==> src/rtl/mips_pipe_pkg.sv <==
// Shared encodings for the MIPS pipeline: forwarding-select codes, the zero
// register number, ALU operation codes and a destination/source hit helper.
package mips_pipe_pkg;

    localparam logic [1:0] FWD_RF  = 2'b00;
    localparam logic [1:0] FWD_EXE = 2'b01;
    localparam logic [1:0] FWD_MEM = 2'b10;
    localparam logic [1:0] FWD_WB  = 2'b11;

    localparam logic [4:0] REG_ZERO = 5'd0;
    localparam int         ALU_OPW  = 4;

    typedef enum logic [3:0] {
        ALU_ADD = 4'd0,
        ALU_SUB = 4'd1,
        ALU_AND = 4'd2,
        ALU_OR  = 4'd3,
        ALU_XOR = 4'd4,
        ALU_NOR = 4'd5,
        ALU_SLT = 4'd6,
        ALU_SLL = 4'd7,
        ALU_SRL = 4'd8,
        ALU_SRA = 4'd9,
        ALU_LUI = 4'd10
    } alu_op_e;

    // $0 is never a real producer, so it can never create a dependency.
    function automatic logic reg_hit(input logic [4:0] dst, input logic [4:0] src);
        return (dst != REG_ZERO) && (dst == src);
    endfunction

endpackage

==> src/rtl/id_ex_pipe_if.sv <==
// ID/EX boundary bundle: decoded instruction and forwarding inputs from ID,
// registered EX-stage view and the load-use freeze back towards IF/ID.
interface id_ex_pipe_if #(
    parameter int DW   = 32,
    parameter int AOPW = 4
);
    logic            id_valid;
    logic [4:0]      id_rs;
    logic [4:0]      id_rt;
    logic [4:0]      id_wnum;
    logic            id_wen;
    logic            id_mem_read;
    logic            id_mem_write;
    logic [AOPW-1:0] id_alu_op;
    logic [DW-1:0]   id_imm;
    logic [DW-1:0]   id_rs_data;
    logic [DW-1:0]   id_rt_data;
    logic [1:0]      rs_select;
    logic [1:0]      rt_select;
    logic [DW-1:0]   exe_fwd_data;
    logic [DW-1:0]   mem_fwd_data;
    logic [DW-1:0]   wb_fwd_data;
    logic            flush;
    logic            ex_stall;
    logic            load_use_stall;
    logic            ex_valid;
    logic [4:0]      ex_rs;
    logic [4:0]      ex_rt;
    logic [4:0]      ex_wnum;
    logic            ex_wen;
    logic            ex_mem_read;
    logic            ex_mem_write;
    logic [AOPW-1:0] ex_alu_op;
    logic [DW-1:0]   ex_rs_val;
    logic [DW-1:0]   ex_rt_val;
    logic [DW-1:0]   ex_imm;

    modport master (
        output id_valid, id_rs, id_rt, id_wnum, id_wen, id_mem_read, id_mem_write,
               id_alu_op, id_imm, id_rs_data, id_rt_data, rs_select, rt_select,
               exe_fwd_data, mem_fwd_data, wb_fwd_data, flush, ex_stall,
        input  load_use_stall, ex_valid, ex_rs, ex_rt, ex_wnum, ex_wen, ex_mem_read,
               ex_mem_write, ex_alu_op, ex_rs_val, ex_rt_val, ex_imm
    );

    modport slave (
        input  id_valid, id_rs, id_rt, id_wnum, id_wen, id_mem_read, id_mem_write,
               id_alu_op, id_imm, id_rs_data, id_rt_data, rs_select, rt_select,
               exe_fwd_data, mem_fwd_data, wb_fwd_data, flush, ex_stall,
        output load_use_stall, ex_valid, ex_rs, ex_rt, ex_wnum, ex_wen, ex_mem_read,
               ex_mem_write, ex_alu_op, ex_rs_val, ex_rt_val, ex_imm
    );
endinterface

==> src/rtl/operand_fwd_mux.sv <==
// 4:1 operand source selector (regfile / EXE / MEM / WB); a $0 source always
// takes the register-file value regardless of the requested select.
module operand_fwd_mux
    import mips_pipe_pkg::*;
#(
    parameter int DW = 32
) (
    input  logic [4:0]    src_num,
    input  logic [1:0]    sel,
    input  logic [DW-1:0] rf_data,
    input  logic [DW-1:0] exe_data,
    input  logic [DW-1:0] mem_data,
    input  logic [DW-1:0] wb_data,
    output logic [DW-1:0] src_val
);

    logic [1:0] eff_sel_s;

    // Resolve the effective select, then pick the operand source.
    always_comb begin
        eff_sel_s = FWD_RF;
        if (src_num == REG_ZERO) begin
            eff_sel_s = FWD_RF;
        end else begin
            eff_sel_s = sel;
        end

        src_val = rf_data;
        case (eff_sel_s)
            FWD_RF:  src_val = rf_data;
            FWD_EXE: src_val = exe_data;
            FWD_MEM: src_val = mem_data;
            FWD_WB:  src_val = wb_data;
            default: src_val = rf_data;
        endcase
    end

endmodule

==> src/rtl/id_ex_pipe.sv <==
// ID/EX pipeline register: resolves forwarded operands at capture, detects
// load-use hazards (one bubble), holds on EX back-pressure, squashes on flush.
module id_ex_pipe
    import mips_pipe_pkg::*;
#(
    parameter int DW   = 32,
    parameter int AOPW = 4
) (
    input logic         clk,
    input logic         rst_n,
    id_ex_pipe_if.slave bus
);

    logic [DW-1:0]   rs_val_s;
    logic [DW-1:0]   rt_val_s;
    logic            load_use_s;

    logic            ex_valid_r;
    logic [4:0]      ex_rs_r;
    logic [4:0]      ex_rt_r;
    logic [4:0]      ex_wnum_r;
    logic            ex_wen_r;
    logic            ex_mem_read_r;
    logic            ex_mem_write_r;
    logic [AOPW-1:0] ex_alu_op_r;
    logic [DW-1:0]   ex_rs_val_r;
    logic [DW-1:0]   ex_rt_val_r;
    logic [DW-1:0]   ex_imm_r;

    operand_fwd_mux #(.DW(DW)) u_rs_mux (
        .src_num  (bus.id_rs),
        .sel      (bus.rs_select),
        .rf_data  (bus.id_rs_data),
        .exe_data (bus.exe_fwd_data),
        .mem_data (bus.mem_fwd_data),
        .wb_data  (bus.wb_fwd_data),
        .src_val  (rs_val_s)
    );

    operand_fwd_mux #(.DW(DW)) u_rt_mux (
        .src_num  (bus.id_rt),
        .sel      (bus.rt_select),
        .rf_data  (bus.id_rt_data),
        .exe_data (bus.exe_fwd_data),
        .mem_data (bus.mem_fwd_data),
        .wb_data  (bus.wb_fwd_data),
        .src_val  (rt_val_s)
    );

    // Load in EX whose result is needed by the instruction now in ID.
    always_comb begin
        load_use_s = 1'b0;
        if (bus.id_valid && ex_valid_r && ex_mem_read_r && ex_wen_r) begin
            load_use_s = reg_hit(ex_wnum_r, bus.id_rs) || reg_hit(ex_wnum_r, bus.id_rt);
        end else begin
            load_use_s = 1'b0;
        end
    end

    // EX register bank: flush > ex_stall > load-use bubble > capture.
    always_ff @(posedge clk or negedge rst_n) begin
        if (!rst_n) begin
            ex_valid_r     <= 1'b0;
            ex_rs_r        <= 5'd0;
            ex_rt_r        <= 5'd0;
            ex_wnum_r      <= 5'd0;
            ex_wen_r       <= 1'b0;
            ex_mem_read_r  <= 1'b0;
            ex_mem_write_r <= 1'b0;
            ex_alu_op_r    <= {AOPW{1'b0}};
            ex_rs_val_r    <= {DW{1'b0}};
            ex_rt_val_r    <= {DW{1'b0}};
            ex_imm_r       <= {DW{1'b0}};
        end else if (bus.flush || (!bus.ex_stall && load_use_s)) begin
            // Bubble: data fields are left as-is, controls cleared so nothing forwards from it.
            ex_valid_r     <= 1'b0;
            ex_wen_r       <= 1'b0;
            ex_mem_read_r  <= 1'b0;
            ex_mem_write_r <= 1'b0;
            ex_alu_op_r    <= {AOPW{1'b0}};
        end else if (bus.ex_stall) begin
            ex_valid_r     <= ex_valid_r;
        end else begin
            ex_valid_r     <= bus.id_valid;
            ex_rs_r        <= bus.id_rs;
            ex_rt_r        <= bus.id_rt;
            ex_wnum_r      <= bus.id_wnum;
            ex_wen_r       <= bus.id_valid & bus.id_wen;
            ex_mem_read_r  <= bus.id_valid & bus.id_mem_read;
            ex_mem_write_r <= bus.id_valid & bus.id_mem_write;
            ex_alu_op_r    <= bus.id_valid ? bus.id_alu_op : {AOPW{1'b0}};
            ex_rs_val_r    <= rs_val_s;
            ex_rt_val_r    <= rt_val_s;
            ex_imm_r       <= bus.id_imm;
        end
    end

    assign bus.load_use_stall = load_use_s;
    assign bus.ex_valid       = ex_valid_r;
    assign bus.ex_rs          = ex_rs_r;
    assign bus.ex_rt          = ex_rt_r;
    assign bus.ex_wnum        = ex_wnum_r;
    assign bus.ex_wen         = ex_wen_r;
    assign bus.ex_mem_read    = ex_mem_read_r;
    assign bus.ex_mem_write   = ex_mem_write_r;
    assign bus.ex_alu_op      = ex_alu_op_r;
    assign bus.ex_rs_val      = ex_rs_val_r;
    assign bus.ex_rt_val      = ex_rt_val_r;
    assign bus.ex_imm         = ex_imm_r;

endmodule

==> src/flat_wrapper.sv <==
// flat-port wrapper written by rule: the top's interface ports become plain ports
module id_ex_pipe_flat import mips_pipe_pkg::*;
#(
    parameter int DW   = 32,
    parameter int AOPW = 4
)
  (clk, rst_n, bus_id_valid, bus_id_rs, bus_id_rt, bus_id_wnum, bus_id_wen, bus_id_mem_read, bus_id_mem_write, bus_id_alu_op, bus_id_imm, bus_id_rs_data, bus_id_rt_data, bus_rs_select, bus_rt_select, bus_exe_fwd_data, bus_mem_fwd_data, bus_wb_fwd_data, bus_flush, bus_ex_stall, bus_load_use_stall, bus_ex_valid, bus_ex_rs, bus_ex_rt, bus_ex_wnum, bus_ex_wen, bus_ex_mem_read, bus_ex_mem_write, bus_ex_alu_op, bus_ex_rs_val, bus_ex_rt_val, bus_ex_imm);
  id_ex_pipe_if #(.DW(DW), .AOPW(AOPW)) bus_i ();
  input logic clk;
  input logic rst_n;
  input wire logic [$bits(bus_i.id_valid)-1:0] bus_id_valid;
  input wire logic [$bits(bus_i.id_rs)-1:0] bus_id_rs;
  input wire logic [$bits(bus_i.id_rt)-1:0] bus_id_rt;
  input wire logic [$bits(bus_i.id_wnum)-1:0] bus_id_wnum;
  input wire logic [$bits(bus_i.id_wen)-1:0] bus_id_wen;
  input wire logic [$bits(bus_i.id_mem_read)-1:0] bus_id_mem_read;
  input wire logic [$bits(bus_i.id_mem_write)-1:0] bus_id_mem_write;
  input wire logic [$bits(bus_i.id_alu_op)-1:0] bus_id_alu_op;
  input wire logic [$bits(bus_i.id_imm)-1:0] bus_id_imm;
  input wire logic [$bits(bus_i.id_rs_data)-1:0] bus_id_rs_data;
  input wire logic [$bits(bus_i.id_rt_data)-1:0] bus_id_rt_data;
  input wire logic [$bits(bus_i.rs_select)-1:0] bus_rs_select;
  input wire logic [$bits(bus_i.rt_select)-1:0] bus_rt_select;
  input wire logic [$bits(bus_i.exe_fwd_data)-1:0] bus_exe_fwd_data;
  input wire logic [$bits(bus_i.mem_fwd_data)-1:0] bus_mem_fwd_data;
  input wire logic [$bits(bus_i.wb_fwd_data)-1:0] bus_wb_fwd_data;
  input wire logic [$bits(bus_i.flush)-1:0] bus_flush;
  input wire logic [$bits(bus_i.ex_stall)-1:0] bus_ex_stall;
  output wire logic [$bits(bus_i.load_use_stall)-1:0] bus_load_use_stall;
  output wire logic [$bits(bus_i.ex_valid)-1:0] bus_ex_valid;
  output wire logic [$bits(bus_i.ex_rs)-1:0] bus_ex_rs;
  output wire logic [$bits(bus_i.ex_rt)-1:0] bus_ex_rt;
  output wire logic [$bits(bus_i.ex_wnum)-1:0] bus_ex_wnum;
  output wire logic [$bits(bus_i.ex_wen)-1:0] bus_ex_wen;
  output wire logic [$bits(bus_i.ex_mem_read)-1:0] bus_ex_mem_read;
  output wire logic [$bits(bus_i.ex_mem_write)-1:0] bus_ex_mem_write;
  output wire logic [$bits(bus_i.ex_alu_op)-1:0] bus_ex_alu_op;
  output wire logic [$bits(bus_i.ex_rs_val)-1:0] bus_ex_rs_val;
  output wire logic [$bits(bus_i.ex_rt_val)-1:0] bus_ex_rt_val;
  output wire logic [$bits(bus_i.ex_imm)-1:0] bus_ex_imm;
  assign bus_i.id_valid = bus_id_valid;
  assign bus_i.id_rs = bus_id_rs;
  assign bus_i.id_rt = bus_id_rt;
  assign bus_i.id_wnum = bus_id_wnum;
  assign bus_i.id_wen = bus_id_wen;
  assign bus_i.id_mem_read = bus_id_mem_read;
  assign bus_i.id_mem_write = bus_id_mem_write;
  assign bus_i.id_alu_op = bus_id_alu_op;
  assign bus_i.id_imm = bus_id_imm;
  assign bus_i.id_rs_data = bus_id_rs_data;
  assign bus_i.id_rt_data = bus_id_rt_data;
  assign bus_i.rs_select = bus_rs_select;
  assign bus_i.rt_select = bus_rt_select;
  assign bus_i.exe_fwd_data = bus_exe_fwd_data;
  assign bus_i.mem_fwd_data = bus_mem_fwd_data;
  assign bus_i.wb_fwd_data = bus_wb_fwd_data;
  assign bus_i.flush = bus_flush;
  assign bus_i.ex_stall = bus_ex_stall;
  assign bus_load_use_stall = bus_i.load_use_stall;
  assign bus_ex_valid = bus_i.ex_valid;
  assign bus_ex_rs = bus_i.ex_rs;
  assign bus_ex_rt = bus_i.ex_rt;
  assign bus_ex_wnum = bus_i.ex_wnum;
  assign bus_ex_wen = bus_i.ex_wen;
  assign bus_ex_mem_read = bus_i.ex_mem_read;
  assign bus_ex_mem_write = bus_i.ex_mem_write;
  assign bus_ex_alu_op = bus_i.ex_alu_op;
  assign bus_ex_rs_val = bus_i.ex_rs_val;
  assign bus_ex_rt_val = bus_i.ex_rt_val;
  assign bus_ex_imm = bus_i.ex_imm;
  id_ex_pipe #(.DW(DW), .AOPW(AOPW)) u_core (.clk(clk), .rst_n(rst_n), .bus(bus_i));
endmodule
==> config.mk <==
export PLATFORM = sky130hd
export DESIGN_NAME = id_ex_pipe_flat
export DESIGN_NICKNAME = d
export VERILOG_FILES = /design/src/rtl/mips_pipe_pkg.sv /design/src/rtl/id_ex_pipe_if.sv /design/src/rtl/operand_fwd_mux.sv /design/src/rtl/id_ex_pipe.sv /design/src/flat_wrapper.sv
export SDC_FILE = /design/constraint.sdc
export NUM_CORES = 1
export LEC_CHECK = 0
export BUFFER_PORTS_ARGS = -buffer_cell sky130_fd_sc_hd__buf_4
export CELL_PAD_IN_SITES_DETAIL_PLACEMENT = 1
export CELL_PAD_IN_SITES_GLOBAL_PLACEMENT = 1
export CORE_MARGIN = 2
export CORE_UTILIZATION = 35
export CTS_CLUSTER_SIZE = 16
export DETAILED_ROUTE_END_ITERATION = 6
export HOLD_SLACK_MARGIN = 0.08
export PLACE_DENSITY = 0.86
export SLEW_MARGIN = 20
export SYNTH_ARGS = -nofsm -noshare
export SYNTH_HDL_FRONTEND = slang
export SYNTH_SLANG_ARGS = --single-unit
==> constraint.sdc <==
create_clock -name clk -period 2.8 [get_ports clk]
set_clock_uncertainty 0.05 [all_clocks]
set_input_delay 0.28 -clock clk [delete_from_list [all_inputs] [get_ports clk]]
set_output_delay 0.28 -clock clk [all_outputs]
set_load 0.05 [all_outputs]
==> metrics.md <==
| Metric | Value |
|---|---|
| Outcome | completed |
| Crit path launch type | input pin |
| Yosys reg bits | 119 |
| Post-CTS setup buffers | 0 |
| Clock root buffer | clkbuf_16 |
| Critical Path Source | bus_id_rt[0] |
| Die Area | 19,900 um^2 |
| Cts bufs inserted | 17 |
| Filler cells | 1,948 |
| Ant. Diodes | 0 |
| Layout cell share with drive strength beyond 1 | 0.555 |
| Crit path largest cell delay | 0.58 ns |
| Clk Latency, worst-skew pair | 0.41 ns |
| Initial DRC count | 275 |
| Crit share post-route | 0.955 |
| CP Max Fanout | 32 |
| Port bufs | 342 |
| Max cap viols | 0 |
| Number of global-route vias before repair | 7,033 |
| Wirelength, routed | 26,800 um |
| Overflow after GRT | 0 |
| Worst path slowest cell | or4_1 |
| Post-DRT Antenna Nets | 0 |
| Mapped Nets | 743 |
| Via count | 6,194 |
| TNS Setup | 0 ns |
| WP data required | 3.04 ns |
| Initial antenna violation count | 0 |
| Gpl congestion | 0.823 |
| Register-to-Register Path Depth | 5 |
| Hold Crit Class | in -> reg |
| Synth warn | 0 |
| Utilization after layout | 0.567 |
| DRC viols | 0 |
| Area delta synth->final | 60.2% |
| Worst setup path class | in -> reg |
| # IOs | 343 |
| Fmax | 0.374 GHz |
| TritonRoute pass-1 iters | 4 |
| Cell count of the worst hold path | 2 |
| CP Cell Sequence | dlygate4sd3_1 -> buf_4 -> or4_1 -> or2_1 -> and3b_1 -> buf_12 -> a221o_2 -> mux2_2 |
| Pleak | 0.00517 uW |
| Hold_ws | 0.107 ns |
| Hold EP | u_core.bus.ex_rs[4] |
| CTS max path bufs | 2 |
| Avg WL per Cell | 23.3 um |
| Worst Tran Pin Value | 1.07 ns |
| Synth Area per Inst | 12.7 um^2 |
| Layout Nets | 1,127 |
| Relative slew slack | 0.284 |
| Pwr/cell area | 692 nW/um^2 |
| Setup crit end kind | register |
| First-pass GRT wire length | 40,200 um |
| Reg2reg start | u_core.bus.ex_wnum[3] |
| Setup violators final | 0 |
| Min Clock Period, post-route | 2.67 ns |
| Seq/Total Area, Yosys | 0.452 |
| CTS H-tree depth | 4 |
| Storage cell area | 2980 um^2 |
| Count of final max-slew check failures | 0 |
| HPWL Detailed | 18,000 um |
| Synthesized cell area | 6580 um^2 |
| Std-Cell Rows | 50 |
| Largest net degree at the start of global routing | 62 |
| Beginning of the worst hold path | bus_id_rs[4] |
| Initial core utilization | 0.354 |
| Synth unique cells | 29 |
| Post-Syn Instances | 520 |
| Flop2flop setup slack | 0.22 ns |
| Unrepaired setup endpoints after global routing | no |
| Core footprint | 18,600 um^2 |
| Peak supply drop | 0.395 mV |
| Final hold vios | 0 |
| CTS tree | done |
| Multi-input logic area | 3410 um^2 |
| Crit path arrival time | 2.91 ns |
| Tot GR Track Use | 0.266 |
| Die height | 141 um |
| Chip width | 141 um |
| CTS Sinks | 119 |
| Vias per cell | 5.38 |
| Critical R2R Capture | u_core.bus.ex_imm[21] |
| Clock transition at the registers of the reported paths | 0.06 ns |
## power breakdown
part           internal, uW  total, uW  switching (uW)
registers              2010       2220             206
logic                  1110       2770            1650
clock network          1420       2320             892
## synthesized netlist by cell type (all sizes together)
| cell type | instances | area, um^2 |
|---|---|---|
| nand2 | 9 | 33.8 |
| nor3 | 2 | 10.0 |
| dfrtp | 119 | 2980 |
| or2 | 3 | 18.8 |
| mux2i | 64 | 641 |
| buf | 23 | 176 |
| a221o | 64 | 643 |
| a22oi | 1 | 7.51 |
| and4 | 1 | 8.76 |
| clkbuf | 18 | 67.6 |
| o31ai | 1 | 7.51 |
| o21ai | 10 | 50.1 |
| or4 | 3 | 22.5 |
| and3b | 2 | 17.5 |
| a21oi | 1 | 5.00 |
| xor2 | 10 | 87.6 |
| mux2 | 111 | 1480 |
| nor2b | 2 | 12.5 |
| o21ba | 1 | 10.0 |
| o22ai | 2 | 12.5 |
| nor2 | 67 | 251 |
| nand3b | 6 | 45.0 |
## cells in the final DEF (no fill, tap or decap), types with 5 or more instances in the layout
cell type      netlist  final
a221o_1             62     62
buf_4                6    352
clkbuf_16            0     17
dfrtp_1            119    119
dlygate4sd3_1        0     49
inv_6                0      5
mux2_2              51     51
mux2_4              60     60
mux2i_1             64     64
nand2_1              9      9
nand3b_1             6      6
nor2_1              67     67
o21ai_0              6      6
xor2_1              10     10
## state kept, by name, summed over array words and instances, names as in the netlist
name,cells
u_core.bus.ex_mem_write,1
u_core.bus.ex_rt,5
u_core.bus.ex_rs,5
u_core.bus.ex_wnum,5
u_core.bus.ex_rs_val,32
u_core.bus.ex_mem_read,1
u_core.bus.ex_alu_op,4
u_core.bus.ex_imm,32
u_core.bus.ex_wen,1
u_core.bus.ex_valid,1
u_core.bus.ex_rt_val,32
## stage by stage
step           std cells  setup WS (ns)  area [um^2]  total power, uW
6_report            1151          0.126        10500             7300
5_1_grt             1151         0.0956        10500             7560
4_1_cts             1151         0.0339        10500             7330
3_5_place_dp        1070          0.142         9430             4930
3_3_place_gp        1069          0.221         9410             4860
2_1_floorplan        520          0.341         6580             3900
## per-layer routing
| layer | share of wire | GRT usage | wire length (um) | vias up |
|---|---|---|---|---|
| li1 | - | - | - | 2726 |
| met5 | 0 | 0 | 0 | - |
| met4 | 0.044 | 0.130 | 1170 | 0 |
| met1 | 0.37 | 0.293 | 10000 | 3131 |
| met3 | 0.064 | 0.0598 | 1720 | 65 |
| met2 | 0.52 | 0.484 | 13900 | 272 |
## logic make-up after synthesis
kind of cell	Yosys count	share of synthesized area
AOI/OAI and AO/OA	80	0.112
muxes	175	0.321
buffers and inverters	41	0.0371
xor gates and xnor gates	10	0.0133
DFF	119	0.452
and+or+nand+nor	95	0.0639
## how the worst max path moves through the flow
| stage | to | slack, ns | depth (start not counted) |
|---|---|---|---|
| floorplan | u_core.bus.ex_imm[10] | 0.34 | 6 |
| global placement | u_core.bus.ex_rs_val[19] | 0.22 | 6 |
| detailed placement | u_core.bus.ex_rs_val[11] | 0.14 | 6 |
| CTS | u_core.bus.ex_rs_val[13] | 0.03 | 7 |
| global route | bus_load_use_stall | 0.1 | 4 |
| finish | u_core.bus.ex_rt_val[23] | 0.13 | 8 |
## worst max-delay path, delay by kind of cell
kind            cells  cell delay (ns)
compound gates      1             0.35
buf+inv             3             0.92
mux                 1             0.27
simple gates        3             1.08
## final cells by class
class	instances	share of cell area
well taps	234	0.0278
clock buffers	17	0.0404
clock inverters	15	0.0180
repair buffers	406	0.307
multi-input cells	360	0.324
flip-flops and latches	119	0.282
## timing repair
item | in CTS | in global routing
resized for setup | 0 | 1
setup endpoints to repair | 0 | 27
endpoints found under the hold margin | 77 | 0
hold buffers | 49 | 0
Note: power is estimated with default switching activity, not from simulation.
